File: src/rtl/sd_crc_engine.sv
// SD-style CRC engine: folds DATA_W-bit beats into a Galois CRC register and
// serialises the finished CRC out MSB first with a ready/valid handshake.
module sd_crc_engine #(
  parameter int unsigned      CRC_W  = 16,
  parameter logic [CRC_W-1:0] POLY   = CRC_W'(16'h1021),
  parameter int unsigned      DATA_W = 8,
  parameter logic [CRC_W-1:0] INIT   = '0,
  parameter logic             PAD    = 1'b1
) (
  input  logic              clk,
  input  logic              reset,
  input  logic              clr,
  input  logic              en,
  input  logic [DATA_W-1:0] din,
  input  logic              emit,
  input  logic              ordy,
  output logic [DATA_W-1:0] dout,
  output logic              ovld,
  output logic              olast,
  output logic [CRC_W-1:0]  crc,
  output logic              crc_ok,
  output logic              busy,
  output logic              err
);

  localparam int unsigned NB     = (CRC_W + DATA_W - 1) / DATA_W;
  localparam int unsigned TOT_W  = NB * DATA_W;
  localparam int unsigned BEAT_W = (NB > 1) ? $clog2(NB) : 1;
  localparam logic [BEAT_W-1:0] LAST_BEAT = BEAT_W'(NB - 1);

  typedef enum logic [1:0] {StIdle, StAcc, StEmit} state_e;

  state_e             state_q, state_d;
  logic [CRC_W-1:0]   crc_q, crc_d;
  logic [BEAT_W-1:0]  beat_q, beat_d;
  logic               err_q, err_d;
  logic [TOT_W-1:0]   frame;
  logic [TOT_W-1:0]   frame_sh;

  // MSB-first Galois update over one full beat.
  function automatic logic [CRC_W-1:0] fold(input logic [CRC_W-1:0] r,
                                            input logic [DATA_W-1:0] d);
    logic [CRC_W-1:0] v;
    logic             fb;
    v = r;
    for (int i = int'(DATA_W) - 1; i >= 0; i--) begin
      fb = v[CRC_W-1] ^ d[i];
      v  = (v << 1) ^ (fb ? POLY : '0);
    end
    return v;
  endfunction

  // State, CRC register, beat counter and sticky error flag.
  always_ff @(posedge clk) begin
    if (reset) begin
      state_q <= StIdle;
      crc_q   <= INIT;
      beat_q  <= '0;
      err_q   <= 1'b0;
    end else begin
      state_q <= state_d;
      crc_q   <= crc_d;
      beat_q  <= beat_d;
      err_q   <= err_d;
    end
  end

  // Next-state logic; clr outranks everything except reset.
  always_comb begin
    state_d = state_q;
    crc_d   = crc_q;
    beat_d  = beat_q;
    err_d   = err_q;
    if (clr) begin
      err_d  = 1'b0;
      beat_d = '0;
      if (en) begin
        crc_d   = fold(INIT, din);
        state_d = StAcc;
      end else begin
        crc_d   = INIT;
        state_d = StIdle;
      end
    end else begin
      unique case (state_q)
        StIdle, StAcc: begin
          if (en) begin
            crc_d   = fold(crc_q, din);
            state_d = StAcc;
          end
          // Fold-then-emit: the register captures the folded value on this
          // edge and stays frozen for the whole emission.
          if (emit) begin
            state_d = StEmit;
            beat_d  = '0;
          end
        end
        StEmit: begin
          if (en || emit) err_d = 1'b1;
          if (ordy) begin
            if (beat_q == LAST_BEAT) begin
              state_d = StIdle;
              crc_d   = INIT;
              beat_d  = '0;
            end else begin
              beat_d = beat_q + BEAT_W'(1);
            end
          end
        end
        default: state_d = StIdle;
      endcase
    end
  end

  // Output beat selection: the CRC left-aligned in a PAD-filled frame.
  always_comb begin
    frame                    = {TOT_W{PAD}};
    frame[TOT_W-1 -: CRC_W]  = crc_q;
    frame_sh                 = frame << (int'(beat_q) * int'(DATA_W));
    ovld                     = (state_q == StEmit);
    olast                    = ovld && (beat_q == LAST_BEAT);
    dout                     = ovld ? frame_sh[TOT_W-1 -: DATA_W] : '0;
  end

  assign crc    = crc_q;
  assign crc_ok = (crc_q == '0);
  assign busy   = (state_q != StIdle);
  assign err    = err_q;

endmodule

File: config.mk
export PLATFORM = sky130hd
export DESIGN_NAME = sd_crc_engine
export DESIGN_NICKNAME = d
export VERILOG_FILES = /design/src/rtl/sd_crc_engine.sv
export SDC_FILE = /design/constraint.sdc
export NUM_CORES = 1
export LEC_CHECK = 0
export ABC_AREA = 1
export BUFFER_PORTS_ARGS = -buffer_cell sky130_fd_sc_hd__buf_2
export CAP_MARGIN = 15
export CORE_ASPECT_RATIO = 0.6
export CORE_UTILIZATION = 45
export DETAILED_ROUTE_END_ITERATION = 7
export GPL_TIMING_DRIVEN = 0
export PLACE_DENSITY_LB_ADDON = 0.05
export REMOVE_ABC_BUFFERS = 1
export SLEW_MARGIN = 20
export SYNTH_ARGS = -nofsm -noshare
export SYNTH_HDL_FRONTEND = slang
export SYNTH_SLANG_ARGS = --single-unit
File: constraint.sdc
create_clock -name clk -period 1.2 [get_ports clk]
set_input_delay 0.12 -clock clk [delete_from_list [all_inputs] [get_ports clk]]
set_output_delay 0.12 -clock clk [all_outputs]
set_load 0.01 [all_outputs]
### Yosys cells after proc, flatten, opt, wreduce, memory -nomap -nowiden

Cells that the tools add are included.

* shift-type cells: 1
* muxes and demuxes: 34
* bitwise gates (word level): 30
* reductions and logical operators: 13
* add/subtract/negate cells: 1
* equal/unequal tests: 8

Operators by type and width (number)
* $mux 13: 16
* $xor 16x13->16: 13
* $mux 16: 5
* $pmux 16 s2: 1
* $logic_not 16->1: 1
* $shl 16x4->16: 1
* $xor 15x13->15: 1
* $xor 14x13->14: 1
* $xor 1x1->1: 12
* $mux 2: 5
* $mux 8: 1
* $ne 3x3->1 const B: 2
* $reduce_and 3->1: 2
* $mux 1: 4
* $ne 2x2->1 const B: 2
* $ne 4x4->1 const B: 1
* $pmux 2 s2: 1
* $reduce_and 4->1: 1
* $reduce_bool 2->1: 2
* $reduce_or 2->1: 2
* $ne 3x2->1 const B: 1
* $reduce_bool 3->1: 1
* $xor 1x1->1 const A: 3
* $eq 2x1->1 const B: 1
* 7 further kinds: 7

* bits of input ports: 14
* logic and storage cells: 91
* output and inout port bits: 29
* register bits: 20

### Longest topological paths before layout

* depth in word-level cells: 27
* depth in mapped cells: 9
* depth with buffers taken out: 9

### Worst setup path before layout

OpenSTA, ideal clock, no wires.

* path kind: register to register
* start point: register state_q[1]
* end point: register crc_q[3] (netlist: crc[3])
* path slack: -127 ps
* arrival: 1204 ps
* buffers on the path: 1
* required time: 1077 ps
* stages on the path, launching flop included: 9
* period minus slack after synthesis: 1327 ps
* setup time: 123 ps
* cells stage by stage: dfxtp_1 -> inv_2 -> nor2_4 -> nand3_4 -> o21ai_4 -> inv_4 -> buf_6 -> o21ai_1 -> a21oi_1

* elaborated cells on any way between the ends: 11
* those cells by class: eq/ne (5); mux (2); reduce/logical (4)

RTL lines
* from (decl): line 33 `state_e state_q, state_d;`
* from (signal assigned): line 56 `state_q <= StIdle;`
* from (signal assigned): line 61 `state_q <= state_d;`
* $eq 2x2->1 *
* net ovld: line 18 `output logic ovld,`
* $ne 3x2->1 (no source line), or another cell as far along
* $reduce_and 4->1 (no source line) / $mux 16 (equally long branches)
* to (signal assigned): line 62 `crc_q <= crc_d;`
* to (decl): line 34 `logic [CRC_W-1:0] crc_q, crc_d;`

The timed path passes the listed nets; every way through them passes the cells marked *.
A chain may end at the register's enable or synchronous reset.

### Worst setup path in the final report

* start point: register state_q[1]
* end point: output port dout[5]

* cells in the longest elaborated chain, start to end: 2

Ends and longest elaborated chain
* $eq 2x2->1: line 120 `ovld = (state_q == StEmit);`
* $mux 8: line 122 `dout = ovld ? frame_sh[TOT_W-1 -: DATA_W] : '0;`
* to (decl): line 17 `output logic [DATA_W-1:0] dout,`

Every way passes these cells.

==> reports/qor.yml <==
status: "finished, violations left"
violations: "setup timing"
nets: 338
yosysWarnings: 0
hold_depth: 2
cts_hold_buf: 0
ys_ff_latch: 20
gr-total-overflow: 0
synth_cells: 253
cts-buffers-inserted: 3
fin_area_um2: 2270
synth_seq_area_share: 0.269
worstPathMaxFanout: 5
clock_latency_ps: 270
worst-setup-path-type: "reg2out"
cts_root_buf: "clkbuf_8"
gp_congestion: 0.833
clock.fmax_ghz: 0.677
fin_ws_ps: -277
rsz0062_at_grt: "true"
num_vias: 2109
die_area_um2: 3550
r2r_setup_slack_ps: -250
finalCritPeriodShare: 1.23
grt_pass1_vias: 1580
fp.dieW_um: 76.3
detail_route.wl_per_cell_um: 16.4
io_pins: 43
relSlewSlack: 0.607
fin_setup_tns_ps: -6090
die_h_um: 46.6
dpl_cell_area_um2: 1720
r2r-start: "state_q[1]$_SDFFE_PP0P_"
drc: 0
routed_wirelength_mm: 5.98
arrival_ps: 1360
clock_skew_ps: 4.85
cts.sinks: 20
gr-usage-all-layers: 0.290
ir_worst_vdd_uv: 589
portBuffers: 42
report.final.slew_viol_count: 0
r2r_end: "crc[13]$_SDFFE_PP0P_"
clock_path_buffers: 2
postRouteAntennaNets: 0
netlist-cell-type-count: 25
required_ps: 1080
p_leak_nw: 1.13
tightestPinTransition_ps: 588
setup_viol: 29
area_delta_synth_final_pct: 52.5
drive_above_1_share: 0.471
period_needed_ps: 1480
syn_area_um2: 1490
start_util: 0.496
place_hpwl_mm: 3.39
rows: 15
synthesis.area_per_instance_um2: 5.89
drtPass1Iterations: 5
diodes: 0
core_area_um2: 3000
hp-start: "reset"
critPathLaunchType: "register"
reg2reg_depth: 8
power_density_nw_per_um2: 1100
drv_cap: 0
grt_start_max_net_pins: 20
viasPerCell: 5.78
critical_path.endpoint_type: "output pin"
h-tree-depth: 1
grt_pass1_wl_mm: 7.87
drt_iter0_drc: 291
hold_violations: 0
path_clk_slew_ps: 80
antenna_found_initial: 0
n_fill_cell: 226
min_path_type: "in2reg"
whs_endpoint: "crc[4]$_SDFFE_PP0P_"
cts_tree: "done"
-- cell families (layout without fill, tap and decap cells) --
family | count (synthesis) | in the layout | synth area share
buffers and inverters | 46 | 115 | 0.126
AOI/OAI and AO/OA | 57 | 57 | 0.211
DFF | 20 | 20 | 0.269
xor gates and xnor gates | 7 | 7 | 0.0412
and+or+nand+nor | 123 | 124 | 0.353
-- worst max-delay path by stage --
stage	from	end	cells past startpoint	slack, ps
after global routing	state_q[0]$_SDFFE_PP0P_	dout[1]	6	-310
final	state_q[1]$_SDFFE_PP0P_	dout[5]	6	-280
after floorplan	state_q[1]$_SDFFE_PP0P_	crc[0]$_SDFFE_PP0P_	7	-70
after CTS	state_q[1]$_SDFFE_PP0P_	dout[4]	5	-190
after global placement	state_q[0]$_SDFFE_PP0P_	crc[9]$_SDFFE_PP0P_	8	-330
after detailed placement	state_q[0]$_SDFFE_PP0P_	crc[9]$_SDFFE_PP0P_	8	-340
-- critical path, cell delays in order, from the launching register on --
cell and delay [ps]:
dfxtp_4 380, inv_4 40, nor2_4 130, buf_12 140
nand2_4 80, o22ai_2 160, buf_2 160
-- layout by cell type, fill, tap and decap left out, drive strengths merged, types with 3 or more instances in the layout --
cell type / instances
a21oi: 25
inv: 40
o22ai: 8
nor2: 12
xnor2: 3
nand4: 4
xor2: 4
dfxtp: 20
nand2: 84
o21ai: 21
nand3: 23
buf: 69
clkbuf: 4
-- registers in the layout, summed over array words and instances (netlist names) --
name and count:
err 1, beat_q 1, state_q 2, crc 16
-- cell usage after synthesis --
master    instances  share of area
o21ai_1           8          0.027
a21boi_0          1         0.0050
nand3_1          22          0.074
inv_1            37          0.093
nor2_4            1         0.0076
xnor2_1           3          0.018
inv_2             2         0.0050
xor2_1            4          0.024
buf_6             1         0.0076
clkbuf_1          1         0.0025
o21ai_4           1          0.011
buf_2             4          0.013
o22ai_1           8          0.034
o31ai_1           1         0.0050
inv_4             1         0.0042
nor2_1           11          0.028
dfxtp_1          20           0.27
a211oi_1          1         0.0050
nand4_1           4          0.017
nand2_2           1         0.0042
nand2_1          82           0.21
nand3_4           1          0.012
a21oi_1          25          0.084
o21ai_0          12          0.040
nor4_1            1         0.0042
-- metrics by stage --
| stage | setup slack (ps) | hold slack, ps | total power, mW | util | instances |
|---|---|---|---|---|---|
| 2_1_floorplan | -69.2 | 189 | 1.34 | - | 247 |
| 3_3_place_gp | -335 | 326 | 1.59 | 0.572 | 331 |
| 3_5_place_dp | -337 | 328 | 1.59 | 0.572 | 331 |
| 4_1_cts | -188 | 36.6 | 2.28 | 0.679 | 357 |
| 5_1_grt | -308 | 35.9 | 2.61 | 0.756 | 365 |
| 6_report | -277 | 40.5 | 2.49 | 0.756 | 365 |
-- report_power, final --
group          internal (mW)  leakage, nW  switching, mW  total, mW
clock network          0.293       0.0288          0.247      0.540
logic                  0.425        0.929          0.680       1.11
registers              0.750        0.173         0.0926      0.842
-- layout make-up --
class	count	area, um^2	share of cell area
clock buffers	4	55.1	0.0242
multi-input cells	188	1080	0.475
flip-flops and latches	20	439	0.193
repair buffers	69	463	0.204
well taps	42	52.6	0.0231
inverters	40	169	0.0744
repair inverters	2	12.5	0.00551
-- repair_timing --
item                                    CTS  global route
gates resized for setup                  57            54
cloned                                    1             2
setup buffers                            21             6
pin swaps                                 8            18
endpoints found under the setup margin   29            29
-- routing by layer --
metal | up-vias | global-route usage | share of wire
li1 | 968 | - | -
met1 | 945 | 0.432 | 0.42
met2 | 161 | 0.436 | 0.42
met3 | 35 | 0.0515 | 0.12
met4 | 0 | 0.0500 | 0.032
met5 | - | 0 | 0
(Power assumes the default switching activity.)
